===== src/rtl/wb_register_file.sv =====
// Write-back stage register file: selects the write-back value, commits it, serves two read ports.
// Optional same-cycle write-before-read bypass is enabled by defining WB_BYPASS_EN.
module wb_register_file #(
  parameter int unsigned DATA_W = 32,
  parameter int unsigned ADDR_W = 5
) (
  input  logic              clk,
  input  logic              rst_n,
  input  logic [DATA_W-1:0] wbReadData,
  input  logic [DATA_W-1:0] wbAluResult,
  input  logic              wbRegWrite,
  input  logic              wbMemToReg,
  input  logic [ADDR_W-1:0] wbWriteReg,
  input  logic [ADDR_W-1:0] rs1Addr,
  input  logic [ADDR_W-1:0] rs2Addr,
  output logic [DATA_W-1:0] rs1Data,
  output logic [DATA_W-1:0] rs2Data,
  output logic [DATA_W-1:0] wbWriteData,
  output logic              wbCommit
);

  localparam int unsigned NumRegs = 2 ** ADDR_W;

  logic [DATA_W-1:0] regs_q [NumRegs];
  logic              commit_q;
  logic              write_en;

  assign wbWriteData = wbMemToReg ? wbReadData : wbAluResult;
  assign write_en    = wbRegWrite && (wbWriteReg != '0);
  assign wbCommit    = commit_q;

  // Entry 0 is reset and never written, so it always holds zero.
  always_ff @(posedge clk or negedge rst_n) begin
    if (!rst_n) begin
      for (int i = 0; i < int'(NumRegs); i++) begin
        regs_q[i] <= '0;
      end
      commit_q <= 1'b0;
    end else begin
      if (write_en) begin
        regs_q[wbWriteReg] <= wbWriteData;
      end
      commit_q <= write_en;
    end
  end

`ifdef WB_BYPASS_EN
  // Bypass is suppressed while reset is held so reads return zero immediately.
  logic byp1, byp2;
  assign byp1 = rst_n && write_en && (rs1Addr == wbWriteReg);
  assign byp2 = rst_n && write_en && (rs2Addr == wbWriteReg);

  always_comb begin
    rs1Data = byp1 ? wbWriteData : regs_q[rs1Addr];
    rs2Data = byp2 ? wbWriteData : regs_q[rs2Addr];
  end
`else
  always_comb begin
    rs1Data = regs_q[rs1Addr];
    rs2Data = regs_q[rs2Addr];
  end
`endif

endmodule

===== config.mk =====
export PLATFORM = sky130hd
export DESIGN_NAME = wb_register_file
export DESIGN_NICKNAME = d
export VERILOG_FILES = /design/src/rtl/wb_register_file.sv
export SDC_FILE = /design/constraint.sdc
export NUM_CORES = 2
export LEC_CHECK = 0
export CAP_MARGIN = 10
export CELL_PAD_IN_SITES_DETAIL_PLACEMENT = 0
export CELL_PAD_IN_SITES_GLOBAL_PLACEMENT = 1
export CORE_ASPECT_RATIO = 1.25
export CORE_MARGIN = 8
export CORE_UTILIZATION = 40
export DETAILED_ROUTE_END_ITERATION = 8
export PLACE_DENSITY = 0.68
export SKIP_CTS_REPAIR_TIMING = 1
export SYNTH_ARGS = -nofsm -noshare
export SYNTH_HDL_FRONTEND = slang
export SYNTH_SLANG_ARGS = --single-unit

===== constraint.sdc =====
create_clock -name clk -period 4 [get_ports clk]
set_clock_uncertainty 0.2 [all_clocks]
set_input_delay 0.8 -clock clk [delete_from_list [all_inputs] [get_ports clk]]
set_output_delay 0.8 -clock clk [all_outputs]
set_load 0.03 [all_outputs]

==> results.md <==
- Top Ports: 180
- Synth top area cells: dfrtp_1, mux2i_1, a21oi_1
- Via Count: ~44,000
- Synth Area in Adders: 0
- Vias in the first global route: roughly 44,000
- Gp weighted congestion: between 0.8 and 0.9
- CTS Sinks: around 1,000
- Core Area: between 100,000 and 150,000 sq um
- Fillers: about 13,000
- Crit path required time: 3.00 ns
- Routed WL: between 200,000 and 250,000 um
- Global Route Usage Sum: 0.2696
- Post-detail-place hpwl: 127,500 um
- Port Buffers: about 180
- Routed Antenna Nets: 0
- TritonCTS clock tree: yes
- Compound-Gate Fraction of Synth Area: 0.1639
- Clk buf depth: 3
- Clock power share: 0.321
- Post-synthesis simple-gate area fraction: 0.1154
- Grt ovf: 0
- Clk pin slew, worst setup/hold paths: around 0.05 ns
- Final setup fails: 0
- Post-route setup TNS: 0 ns
- Inst Count DP: ~7,400
- Avg Inst Size Synth: about 9.4 sq um
- Synth area leader: dfrtp_1
- Int Power: 0.02161 W
- Antenna Diode Count: 0
- Largest family of logic cells by synthesized area: multiplexers
- DIE AREA: ~150,000 sq um
- Critical path class: in2out
- Htree depth: 3
- Netlist cell types: 35
- Hold slack: ~0.20 ns
- Measured slew at the worst slew-check pin: roughly 0.94 ns
- XOR/XNOR Fraction of Synth Area: 0
- Worst setup margin: about 0.076 ns
- Width of the die: between 300 and 400 um
- CP endpoint kind: output pin
- Sequential power share: 0.451
- DRC Markers: 0
- # rows: between 150 and 200
- Most frequent cells in the layout: dfrtp_1, mux2i_1, a21oi_1
- Post-synthesis cell count: 5,764
- Status: finished, final reports clean
- Rel. slew slack: 0.3743
- Sequential fraction of the synthesis area: 0.4725
- Initial antenna violation count: 6
- Mux contribution to synthesized area: 0.1947
- Root Driver: clkbuf_16
- Synth Cell Area: between 50,000 and 60,000 sq um
- Place WS: -0.1564 ns
- LEAKAGE: 29.66 nW
- Routed length per placed instance: about 27 um
- Power Density: around 500 nW/um^2
- First-pass GRT wire length: 302,000 um
- Max Slew Vio Count: 0
- Die Span Y: between 400 and 500 um
- RSZ-0062 raised after global routing: false
- Final nets: 5,884
- Synthesized flop and latch total: 1,025
- Num CTS Buffers: ~110
- Vias/cell: ~5.7
- Drt pass-1 iters: 8
- Final worst path period need: around 3.9 ns
- Hold crit path type: reg2reg
- Crit start category: primary input
- Share of the synthesized area in the top cell type: 0.4725
- Nets in the synthesized netlist: 5,847
- DRT iter0 DRCs: about 3,300
- Max-cap violations: 0
- Final period util: 0.9809
- Syn. warnings: 0
- Fin. Hold Viols: 0
- Layout area overhead: 17.17%
- Sw frac: 0.3205
- Final Instance Count excl. Fillers: 7,642
- Combinational share of power: 0.229
- CP Max Fanout: 17
- Commonest non-fill, non-tap cell in the layout: dfrtp_1
- Switching pwr: ~0.010 W
- Largest net degree at the start of global routing: 122
- Fmax achieved: ~250 MHz
- Share of cells above drive strength 1: 0.1146
- Critical Path AT: a little under 3 ns
- Initial Utilization: 0.4018
- Latest clock arrival within the worst-skew pair: about 0.71 ns
- VDD IR max: around 340 uV
==> state kept, by name (all words and copies together) (netlist names) <==
register	flops
regs_q	1024
wbCommit	1
==> path summary, 6_finish.rpt <==
kind,cells after the start,end,start,slack (ns)
min,0,regs_q[1000],regs_q[1000],0.20
max reg2reg,2,regs_q[596],regs_q[596],3.07
min reg2reg,0,regs_q[1000],regs_q[1000],0.20
max in group asynchronous,3,regs_q[112],rst_n,2.09
min in group asynchronous,2,regs_q[478],rst_n,0.42
max,8,rs2Data[17],rs2Addr[3],0.08
==> metal layers <==
layer | GRT usage | wire (um)
met5 | 0 | 0
met2 | 0.4519 | 98590
met4 | 0.1292 | 10780
met3 | 0.02864 | 8184
met1 | 0.3486 | 87540
==> power by group through the flow <==
stage | Clock (W) | Sequential (W) | Combinational (W)
after floorplan | 0 | 0.0140 | 0.00487
after global placement | 0 | 0.0144 | 0.00720
after detailed placement | 0 | 0.0145 | 0.00729
after CTS | 0.0104 | 0.0143 | 0.00731
after global routing | 0.0108 | 0.0146 | 0.00805
final | 0.0102 | 0.0143 | 0.00727
==> cells in the mapped netlist <==
master and count:
a21boi_0 1, a21oi_1 704, a22o_1 128, a22oi_1 192, a31oi_1 64, and2_1 3
and3_1 1, and3b_1 1, buf_1 17, buf_2 149, buf_4 82, buf_6 16
clkbuf_1 313, dfrtp_1 1025, inv_1 32, mux2i_1 1056, nand2_1 690, nand2_2 1
nand2b_1 4, nand3_1 192, nand3_2 2, nand3b_2 1, nand3b_4 3, nor2_1 516
nor2_2 1, nor2_4 11, nor2_8 4, nor2b_1 4, nor3_1 64, nor3_2 1
nor3b_2 3, o21ai_0 469, o21ai_1 11, or2_1 1, or2_2 2
==> cells by family (layout without fill, tap and decap cells) <==
family	count (synthesis)	after routing
and+or+nand+nor	1505	1505
AOI/OAI and AO/OA	1569	1569
DFF	1025	1025
muxes	1056	1056
buffers and inverters	609	728
==> area by class of cell <==
class,count,area [sq um],area share
timing repair buffer,503,5779,0.09087
inverter,32,120.1,0.001889
tap,1759,2201,0.03460
clock inverter,26,267.8,0.004210
clock buffer,167,3269,0.05141
sequential,1025,25650,0.4033
multi-input combinational,4130,26310,0.4137
==> stage by stage <==
stage / utilization / power (W) / area [sq um]
after CTS: 0.4703 / 0.03200 / 63530
final: 0.4708 / 0.03180 / 63600
after global placement: 0.4441 / 0.02157 / 60000
after detailed placement: 0.4441 / 0.02176 / 60000
after global routing: 0.4708 / 0.03350 / 63600
after floorplan: - / 0.01888 / 54280
==> worst max-delay path, cell delays in order <==
cell and delay [ns]:
clkdlybuf4s50_1 0.52, or2_2 0.45, buf_12 0.22, nor3_1 0.28, a31oi_1 0.09, buf_4 0.15, nand3_1 0.17, buf_4 0.21
(Power assumes the default switching activity.)
